File: src/rtl/riscv_wb_arbiter_if.sv
// Bus bundle for the WB write-port arbiter: pipeline WB inputs, long-latency result handshake,
// register-file write port and status outputs.
interface riscv_wb_arbiter_if #(
   parameter int unsigned FIFO_DEPTH = 4
);
   localparam int unsigned PW = $clog2(FIFO_DEPTH) + 1;

   logic          i_riscv_mw_regw_wb;
   logic [4:0]    i_riscv_mw_rdaddr_wb;
   logic [63:0]   i_riscv_mw_wbdata;
   logic          i_riscv_mw_lreq_valid;
   logic          o_riscv_mw_lreq_ready;
   logic [4:0]    i_riscv_mw_lreq_rdaddr;
   logic [63:0]   i_riscv_mw_lreq_data;
   logic          o_riscv_mw_rf_we;
   logic [4:0]    o_riscv_mw_rf_addr;
   logic [63:0]   o_riscv_mw_rf_data;
   logic          o_riscv_mw_stall;
   logic [PW-1:0] o_riscv_mw_pending;

   modport master (
      output i_riscv_mw_regw_wb, i_riscv_mw_rdaddr_wb, i_riscv_mw_wbdata,
      output i_riscv_mw_lreq_valid, i_riscv_mw_lreq_rdaddr, i_riscv_mw_lreq_data,
      input  o_riscv_mw_lreq_ready, o_riscv_mw_rf_we, o_riscv_mw_rf_addr, o_riscv_mw_rf_data,
      input  o_riscv_mw_stall, o_riscv_mw_pending
   );

   modport slave (
      input  i_riscv_mw_regw_wb, i_riscv_mw_rdaddr_wb, i_riscv_mw_wbdata,
      input  i_riscv_mw_lreq_valid, i_riscv_mw_lreq_rdaddr, i_riscv_mw_lreq_data,
      output o_riscv_mw_lreq_ready, o_riscv_mw_rf_we, o_riscv_mw_rf_addr, o_riscv_mw_rf_data,
      output o_riscv_mw_stall, o_riscv_mw_pending
   );
endinterface

File: src/rtl/riscv_wb_arbiter.sv
// Shares the WB register-file write port between the pipeline and queued long-latency results.
// Optional same-cycle bypass of an empty queue is enabled by defining RISCV_WB_BYPASS_EN.
module riscv_wb_arbiter #(
   parameter int unsigned FIFO_DEPTH   = 4,
   parameter int unsigned STARVE_LIMIT = 8
) (
   input logic               i_riscv_mw_clk,
   input logic               i_riscv_mw_rst,
   riscv_wb_arbiter_if.slave wb_if
);
   localparam int unsigned AW = $clog2(FIFO_DEPTH);
   localparam int unsigned PW = AW + 1;
   localparam int unsigned SW = $clog2(STARVE_LIMIT) + 1;
   localparam logic [PW-1:0] FULL       = PW'(FIFO_DEPTH);
   localparam logic [SW-1:0] STARVE_MAX = SW'(STARVE_LIMIT - 1);

   typedef enum logic [1:0] {StIdle, StWait, StForce} state_e;

   state_e        state_q, state_d;
   logic [AW-1:0] rd_ptr_q, rd_ptr_d;
   logic [AW-1:0] wr_ptr_q, wr_ptr_d;
   logic [PW-1:0] cnt_q, cnt_d;
   logic [SW-1:0] starve_q, starve_d;
   logic [4:0]    mem_addr_q [FIFO_DEPTH];
   logic [4:0]    mem_addr_d [FIFO_DEPTH];
   logic [63:0]   mem_data_q [FIFO_DEPTH];
   logic [63:0]   mem_data_d [FIFO_DEPTH];

   logic pipe_busy;
   logic empty;
   logic ready;
   logic lreq_nz;
   logic bypass;
   logic enq;
   logic deq;

   assign pipe_busy = wb_if.i_riscv_mw_regw_wb && (wb_if.i_riscv_mw_rdaddr_wb != 5'd0);
   assign empty     = (cnt_q == '0);
   assign ready     = (cnt_q != FULL);
   assign lreq_nz   = wb_if.i_riscv_mw_lreq_rdaddr != 5'd0;

`ifdef RISCV_WB_BYPASS_EN
   assign bypass = empty && !pipe_busy && wb_if.i_riscv_mw_lreq_valid && lreq_nz;
`else
   assign bypass = 1'b0;
`endif

   // x0 results complete the handshake but are dropped here.
   assign enq = wb_if.i_riscv_mw_lreq_valid && ready && lreq_nz && !bypass;
   assign deq = !pipe_busy && !empty;

   // Queue storage and pointers
   always_comb begin
      mem_addr_d = mem_addr_q;
      mem_data_d = mem_data_q;
      wr_ptr_d   = wr_ptr_q;
      rd_ptr_d   = rd_ptr_q;
      if (enq) begin
         mem_addr_d[wr_ptr_q] = wb_if.i_riscv_mw_lreq_rdaddr;
         mem_data_d[wr_ptr_q] = wb_if.i_riscv_mw_lreq_data;
         wr_ptr_d             = wr_ptr_q + AW'(1);
      end
      if (deq) begin
         rd_ptr_d = rd_ptr_q + AW'(1);
      end
   end

   always_comb begin
      cnt_d = cnt_q;
      unique case ({enq, deq})
         2'b10:   cnt_d = cnt_q + PW'(1);
         2'b01:   cnt_d = cnt_q - PW'(1);
         default: cnt_d = cnt_q;
      endcase
   end

   // Starvation FSM
   always_comb begin
      state_d  = state_q;
      starve_d = starve_q;
      unique case (state_q)
         StIdle: begin
            if (enq) begin
               state_d = StWait;
            end
         end
         StWait: begin
            if (deq) begin
               starve_d = '0;
            end else begin
               starve_d = starve_q + SW'(1);
            end
            if (cnt_d == '0) begin
               state_d = StIdle;
            end else if ((!deq && (starve_q == STARVE_MAX)) || (cnt_q == FULL)) begin
               state_d = StForce;
            end
         end
         StForce: begin
            // A still-busy pipeline keeps priority; hold here until the bubble lands.
            if (deq) begin
               starve_d = '0;
               state_d  = (cnt_d == '0) ? StIdle : StWait;
            end
         end
         default: begin
            state_d  = StIdle;
            starve_d = '0;
         end
      endcase
   end

   always_ff @(posedge i_riscv_mw_clk or posedge i_riscv_mw_rst) begin
      if (i_riscv_mw_rst) begin
         state_q  <= StIdle;
         rd_ptr_q <= '0;
         wr_ptr_q <= '0;
         cnt_q    <= '0;
         starve_q <= '0;
      end else begin
         state_q  <= state_d;
         rd_ptr_q <= rd_ptr_d;
         wr_ptr_q <= wr_ptr_d;
         cnt_q    <= cnt_d;
         starve_q <= starve_d;
      end
   end

   always_ff @(posedge i_riscv_mw_clk) begin
      mem_addr_q <= mem_addr_d;
      mem_data_q <= mem_data_d;
   end

   // Write-port mux: pipeline, then queue head, then optional bypass
   always_comb begin
      wb_if.o_riscv_mw_rf_we   = pipe_busy;
      wb_if.o_riscv_mw_rf_addr = wb_if.i_riscv_mw_rdaddr_wb;
      wb_if.o_riscv_mw_rf_data = wb_if.i_riscv_mw_wbdata;
      if (!pipe_busy) begin
         if (!empty) begin
            wb_if.o_riscv_mw_rf_we   = 1'b1;
            wb_if.o_riscv_mw_rf_addr = mem_addr_q[rd_ptr_q];
            wb_if.o_riscv_mw_rf_data = mem_data_q[rd_ptr_q];
         end else if (bypass) begin
            wb_if.o_riscv_mw_rf_we   = 1'b1;
            wb_if.o_riscv_mw_rf_addr = wb_if.i_riscv_mw_lreq_rdaddr;
            wb_if.o_riscv_mw_rf_data = wb_if.i_riscv_mw_lreq_data;
         end
      end
   end

   assign wb_if.o_riscv_mw_lreq_ready = ready;
   assign wb_if.o_riscv_mw_stall      = (state_q == StForce);
   assign wb_if.o_riscv_mw_pending    = cnt_q;

endmodule

File: src/flat_wrapper.sv
// flat-port wrapper written by rule: the top's interface ports become plain ports
module riscv_wb_arbiter_flat 
#(
   parameter int unsigned FIFO_DEPTH   = 4,
   parameter int unsigned STARVE_LIMIT = 8
)
  (i_riscv_mw_clk, i_riscv_mw_rst, wb_if_i_riscv_mw_regw_wb, wb_if_i_riscv_mw_rdaddr_wb, wb_if_i_riscv_mw_wbdata, wb_if_i_riscv_mw_lreq_valid, wb_if_i_riscv_mw_lreq_rdaddr, wb_if_i_riscv_mw_lreq_data, wb_if_o_riscv_mw_lreq_ready, wb_if_o_riscv_mw_rf_we, wb_if_o_riscv_mw_rf_addr, wb_if_o_riscv_mw_rf_data, wb_if_o_riscv_mw_stall, wb_if_o_riscv_mw_pending);
  riscv_wb_arbiter_if #(.FIFO_DEPTH(FIFO_DEPTH)) wb_if_i ();
  input logic i_riscv_mw_clk;
  input logic i_riscv_mw_rst;
  input wire logic [$bits(wb_if_i.i_riscv_mw_regw_wb)-1:0] wb_if_i_riscv_mw_regw_wb;
  input wire logic [$bits(wb_if_i.i_riscv_mw_rdaddr_wb)-1:0] wb_if_i_riscv_mw_rdaddr_wb;
  input wire logic [$bits(wb_if_i.i_riscv_mw_wbdata)-1:0] wb_if_i_riscv_mw_wbdata;
  input wire logic [$bits(wb_if_i.i_riscv_mw_lreq_valid)-1:0] wb_if_i_riscv_mw_lreq_valid;
  input wire logic [$bits(wb_if_i.i_riscv_mw_lreq_rdaddr)-1:0] wb_if_i_riscv_mw_lreq_rdaddr;
  input wire logic [$bits(wb_if_i.i_riscv_mw_lreq_data)-1:0] wb_if_i_riscv_mw_lreq_data;
  output wire logic [$bits(wb_if_i.o_riscv_mw_lreq_ready)-1:0] wb_if_o_riscv_mw_lreq_ready;
  output wire logic [$bits(wb_if_i.o_riscv_mw_rf_we)-1:0] wb_if_o_riscv_mw_rf_we;
  output wire logic [$bits(wb_if_i.o_riscv_mw_rf_addr)-1:0] wb_if_o_riscv_mw_rf_addr;
  output wire logic [$bits(wb_if_i.o_riscv_mw_rf_data)-1:0] wb_if_o_riscv_mw_rf_data;
  output wire logic [$bits(wb_if_i.o_riscv_mw_stall)-1:0] wb_if_o_riscv_mw_stall;
  output wire logic [$bits(wb_if_i.o_riscv_mw_pending)-1:0] wb_if_o_riscv_mw_pending;
  assign wb_if_i.i_riscv_mw_regw_wb = wb_if_i_riscv_mw_regw_wb;
  assign wb_if_i.i_riscv_mw_rdaddr_wb = wb_if_i_riscv_mw_rdaddr_wb;
  assign wb_if_i.i_riscv_mw_wbdata = wb_if_i_riscv_mw_wbdata;
  assign wb_if_i.i_riscv_mw_lreq_valid = wb_if_i_riscv_mw_lreq_valid;
  assign wb_if_i.i_riscv_mw_lreq_rdaddr = wb_if_i_riscv_mw_lreq_rdaddr;
  assign wb_if_i.i_riscv_mw_lreq_data = wb_if_i_riscv_mw_lreq_data;
  assign wb_if_o_riscv_mw_lreq_ready = wb_if_i.o_riscv_mw_lreq_ready;
  assign wb_if_o_riscv_mw_rf_we = wb_if_i.o_riscv_mw_rf_we;
  assign wb_if_o_riscv_mw_rf_addr = wb_if_i.o_riscv_mw_rf_addr;
  assign wb_if_o_riscv_mw_rf_data = wb_if_i.o_riscv_mw_rf_data;
  assign wb_if_o_riscv_mw_stall = wb_if_i.o_riscv_mw_stall;
  assign wb_if_o_riscv_mw_pending = wb_if_i.o_riscv_mw_pending;
  riscv_wb_arbiter #(.FIFO_DEPTH(FIFO_DEPTH), .STARVE_LIMIT(STARVE_LIMIT)) u_core (.i_riscv_mw_clk(i_riscv_mw_clk), .i_riscv_mw_rst(i_riscv_mw_rst), .wb_if(wb_if_i));
endmodule
File: config.mk
export PLATFORM = sky130hd
export DESIGN_NAME = riscv_wb_arbiter_flat
export DESIGN_NICKNAME = d
export VERILOG_FILES = /design/src/rtl/riscv_wb_arbiter_if.sv /design/src/rtl/riscv_wb_arbiter.sv /design/src/flat_wrapper.sv
export SDC_FILE = /design/constraint.sdc
export NUM_CORES = 1
export LEC_CHECK = 0
export CAP_MARGIN = 10
export CORE_MARGIN = 3
export CORE_UTILIZATION = 55
export DETAILED_ROUTE_END_ITERATION = 8
export HOLD_SLACK_MARGIN = 0.03
export PLACE_DENSITY = 0.93
export SLEW_MARGIN = 20
export SYNTH_ARGS = -nofsm -noshare
export SYNTH_HDL_FRONTEND = slang
export SYNTH_SLANG_ARGS = --single-unit
File: constraint.sdc
create_clock -name i_riscv_mw_clk -period 7.87 [get_ports i_riscv_mw_clk]
set_input_delay 1.574 -clock i_riscv_mw_clk [delete_from_list [all_inputs] [get_ports i_riscv_mw_clk]]
set_output_delay 1.574 -clock i_riscv_mw_clk [all_outputs]
set_load 0.05 [all_outputs]
* Yosys cells after proc, flatten, opt, wreduce, memory -nomap -nowiden *
Cells that the tools add are included.

cells by class
  add/subtract/negate cells = 5
  magnitude comparators = 3
  equal/unequal tests = 10
  multiplexer cells = 28
  bitwise gates (word level) = 3
  reductions and logical operators = 17

operators with widths
  operator               number
  $mux W64               5
  $bwmux W256            1
  $bmux W64 S2           1
  $demux W64 S2          1
  $mux W5                5
  $bwmux W20             1
  $pmux W4 S3            1
  $bmux W5 S2            1
  $demux W5 S2           1
  $reduce_bool A5 Y1     2
  $mux W2                4
  $mux W4                2
  $ge A3 B3 Y1 const B   2
  $logic_and A1 B1 Y1    6
  $logic_not A3 Y1       2
  $not A2 Y3             2
  $pmux W2 S3            1
  $pmux W3 S2            1
  $add A2 B1 Y2 const B  2
  $add A4 B1 Y4 const B  1
  $eq A2 B1 Y1 const B   2
  $eq A2 B2 Y1 const B   2
  $eq A4 B3 Y1 const B   1
  $ne A2 B1 Y1 const B   2
  13 further kinds       17

word-level totals
  register bits = 289
  bits of input ports = 142

* Logic depth before layout (Yosys ltp) *
  word-level depth = 10
  mapped depth = 12
  mapped depth without buffers = 10

* Least setup slack after synthesis *
OpenSTA, ideal clock, no wires.

  kind = input to output
  start point = input port wb_if_i_riscv_mw_rdaddr_wb[4]
  end point = output port wb_if_o_riscv_mw_rf_data[54]
  arrival = 2.702 ns
  data required time = 6.296 ns
  path slack = 3.594 ns
  stages = 7
  cells stage by stage = o31ai_4 -> nand3_2 -> inv_2 -> buf_6 -> buf_6 -> nand2_1 -> nand2_1

between the ends
  word-level cells in the longest chain between the ends = 3

ends and longest elaborated chain
  item                 line                     RTL
  start: declaration   flat_wrapper.sv:12       input wire logic [$bits(wb_if_i.i_riscv_mw_rdaddr_wb)-1:0] wb_if_i_riscv_mw_rdaddr_wb;
  $reduce_bool A5 Y1   riscv_wb_arbiter.sv:37   assign pipe_busy = wb_if.i_riscv_mw_regw_wb && (wb_if.i_riscv_mw_rdaddr_wb != 5'd0);
  $logic_and A1 B1 Y1  riscv_wb_arbiter.sv:37
  $mux W64             riscv_wb_arbiter.sv:139  if (!pipe_busy) begin
  end: declaration     flat_wrapper.sv:20       output wire logic [$bits(wb_if_i.o_riscv_mw_rf_data)-1:0] wb_if_o_riscv_mw_rf_data;

Every way passes these cells.

* Worst setup path after layout *
  start point = input port wb_if_i_riscv_mw_rdaddr_wb[4]
  end point = output port wb_if_o_riscv_mw_rf_data[57]

The elaborated chain is that of the path after synthesis.

==> reports/metrics.yaml <==
worst_setup_path:
  worstPathCellList: "clkdlybuf4s50_1 -> o31ai_4 -> nand3_4 -> inv_2 -> buf_4 -> nand2_1 -> nand2_1 -> clkdlybuf4s50_1"
  r2r_cells: 11
  critical_path_class: "primary input to output port"
  worstSetupStartpointType: "primary input"
  worstPathArrival_ns: 4.49
  max_stage_delay_ns: 0.80
  cp-end-kind: "output port"
  critical-path-slowest-cell: "clkdlybuf4s50_1"
  cp_data_required_time_ns: 6.30
  crit_fanout: 30
synthesis:
  ys.warnings.count: 0
  ys_seq_area_share_pct: 73.7
  synth_area_leader_cell: "edfxtp_1"
  synth_edf_count: 276
  synth_top_area_share_pct: 70.9
  avgSynthCellArea_sq_um: 17.6
  ys_ff_latch: 289
  syn-instance-count: 665
  ys.flop_type: "edfxtp_1"
  yosysUniqueCellTypes: 38
  synth_nets: 814
  synthArstFlopShare_pct: 4.50
  synth_area_sq_um: 11700
  synth_area_leaders: "edfxtp_1 71%, mux4_2 13%, nand2_1 6.9%"
global_route:
  grt_pass1_wl_mm: 37.1
  first_global_vias: 6893
  grt_max_degree: 74
  antenna_found_initial: 1
  grtUsageTotal_pct: 21.0
  overflow: 0
timing:
  setup_tns_ns: 0
  fmax_mhz: 165
  fin_hold_ws_ns: 0.532
  grt_setup_unrepaired: "false"
  finalCritPeriodShare_pct: 77.0
  hold_viol_final: 0
  drv_slew: 0
  finalSetupViolCount: 0
  period_needed_ns: 6.06
  finClkSkew_ns: 0.0138
  max_slew.worst_pin.slew_ns: 1.08
  slew_headroom_pct: 28.0
clock_network:
  clock_path_buffers: 3
  cts_sinks: 289
  worst_skew_pair.late_latency_ns: 0.52
  cts_hold_buf: 0
  postCtsSetupBuffers: 0
  numCtsBuffers: 28
  clock-root-buffer: "clkbuf_16"
  cts_tree: "done"
  ctsHtreeMaxLevel: 1
  cts.repair.resized: 0
  clkTransAtPathRegs_ns: 0.06
routing:
  wire_per_inst_microns: 20.4
  ant_nets: 0
  drt_iter0_markers: 358
  num_vias: 6508
  finalWirelength_mm: 24.0
  drcViolationCount: 0
  vias_per_cell: 5.54
  dr.pass1.iters: 4
cells_and_area:
  fin_util_pct: 72.6
  fillerInstances: 1246
  antenna_cells: 0
  fin_nets: 1032
  drive_gt1_share_pct: 13.7
  areaGrowthSynthToFinish_pct: 27.7
  final_cell_area_sq_um: 14900
floorplan:
  die_y_microns: 152
  coreArea_sq_um: 20600
  placementRows: 52
  fp.dieW_microns: 152
  ios: 217
  die-area_sq_um: 23000
  initial_core_util_pct: 56.9
hold_path:
  hold_depth: 1
  min_path_type: "flop to flop"
place:
  gp_congestion: 0.718
  dpl_cell_area_sq_um: 14000
  dp_hpwl_mm: 14.5
  io_buffers: 216
run:
  maxCapViolCount: 0
pwr:
  report.power.total_mw: 5.34
  p_comb_share_pct: 33.3
  power_frac_seq_pct: 42.4
  ir_drop_mv: 0.221
  clkPwrFrac_pct: 24.3
  p_sw_mw: 1.78
  p_leak_nw: 5.26
  internal-power_mw: 3.56
  pwr_density_cell_nw_per_um2: 358
  swShare_pct: 33.3
status:
  status: "finished, final reports clean"
[per-layer routing]
metal  vias up  GRT usage (%)  part of all wire, %
met5         -              0                0.038
met4         2           6.33                  2.3
met3        45           4.85                  7.8
met2       247           34.9                   51
met1      3240           28.1                   39
li1       2974              -                    -
[state kept, by name, indices dropped and copies added, names as in the netlist]
| signal | cells |
|---|---|
| u_core.mem_addr_q | 20 |
| u_core.mem_data_q | 256 |
| u_core.rd_ptr_q | 2 |
| u_core.starve_q | 4 |
| u_core.state_q | 2 |
| u_core.wb_if.o_riscv_mw_pending | 3 |
| u_core.wr_ptr_q | 2 |
[cells in the final DEF, fill, tap and decap left out, drive strengths merged, types with 2 or more instances in the layout]
cell	count
o21ai	6
inv	8
clkinv	9
clkdlybuf4s50	216
nor3	2
or3	3
xnor2	4
buf	4
and2	4
a32oi	2
dfrtp	13
nand3	2
o31ai	3
ha	6
xor2	2
nor2	2
bufinv	2
nand2b	2
a32o	2
clkbuf	40
mux4	69
nor2b	3
nand2	215
edfxtp	276
[worst max-delay path, delay by kind of cell]
family,cells,cell delay [ns]
AO/OA/AOI/OAI,1,0.42
AND/OR/NAND/NOR,3,0.34
buffers and inverters,4,2.15
[layout make-up]
cell class / count / area (sq um) / share of cell area, %
sequential: 289 / 8620 / 57.7
tap: 270 / 338 / 2.26
clock buffer: 40 / 797 / 5.34
multi-input combinational: 336 / 2840 / 19.0
timing repair buffer: 220 / 2190 / 14.7
inverter: 8 / 30.0 / 0.201
clock inverter: 12 / 109 / 0.729
[final timing paths]
check,startpoint,to,slack [ns]
setup / recovery,wb_if_i_riscv_mw_rdaddr_wb[4],wb_if_o_riscv_mw_rf_data[57],1.81
hold / removal,u_core.starve_q[1]$_DFFE_PP0P_,u_core.starve_q[1]$_DFFE_PP0P_,0.53
setup reg to reg,u_core.wb_if.o_riscv_mw_pending[0]$_DFF_PP0_,u_core.state_q[0]$_DFFE_PP0P_,4.61
hold reg to reg,u_core.starve_q[1]$_DFFE_PP0P_,u_core.starve_q[1]$_DFFE_PP0P_,0.53
max in group asynchronous,i_riscv_mw_rst,u_core.rd_ptr_q[0]$_DFFE_PP0P_,6.05
min in group asynchronous,i_riscv_mw_rst,u_core.starve_q[0]$_DFFE_PP0P_,1.40
[power groups by stage]
stage / clock [mW] / combinational (mW) / sequential [mW]
2_1_floorplan: 0 / 1.36 / 2.16
3_3_place_gp: 0 / 1.76 / 2.29
3_5_place_dp: 0 / 1.79 / 2.30
4_1_cts: 1.32 / 1.80 / 2.27
5_1_grt: 1.38 / 1.89 / 2.31
6_report: 1.30 / 1.78 / 2.26
[cell families (layout without fill, tap and decap cells)]
| kind of cell | after synthesis | count (layout) | synth area share, % |
|---|---|---|---|
| adder cells (fa/ha/maj) | 7 | 7 | 0.813 |
| buffers and inverters | 40 | 280 | 2.15 |
| AND/OR/NAND/NOR | 235 | 235 | 8.04 |
| flip-flops | 289 | 289 | 73.7 |
| XOR/XNOR | 7 | 7 | 0.653 |
| multiplexers | 69 | 69 | 13.3 |
| AO/OA/AOI/OAI | 18 | 18 | 1.37 |
[through the flow]
step	cells	setup slack, ns
finish	1175	1.81
global route	1175	1.66
CTS	1175	1.80
detailed placement	1123	1.81
global placement	1123	2.01
floorplan	665	3.59
[synth_stat cells, drive strengths merged, types with 2 or more instances]
library cell / n
xor2: 2
nor2: 2
or3: 3
nand2: 215
nor3: 2
clkbuf: 7
xnor2: 4
edfxtp: 276
nand3: 2
inv: 8
a32o: 2
o21ai: 6
nand2b: 2
and2: 4
a32oi: 2
o31ai: 3
ha: 6
dfrtp: 13
mux4: 69
nor2b: 3
buf: 25
No activity file was read; power rests on OpenSTA's default activity.
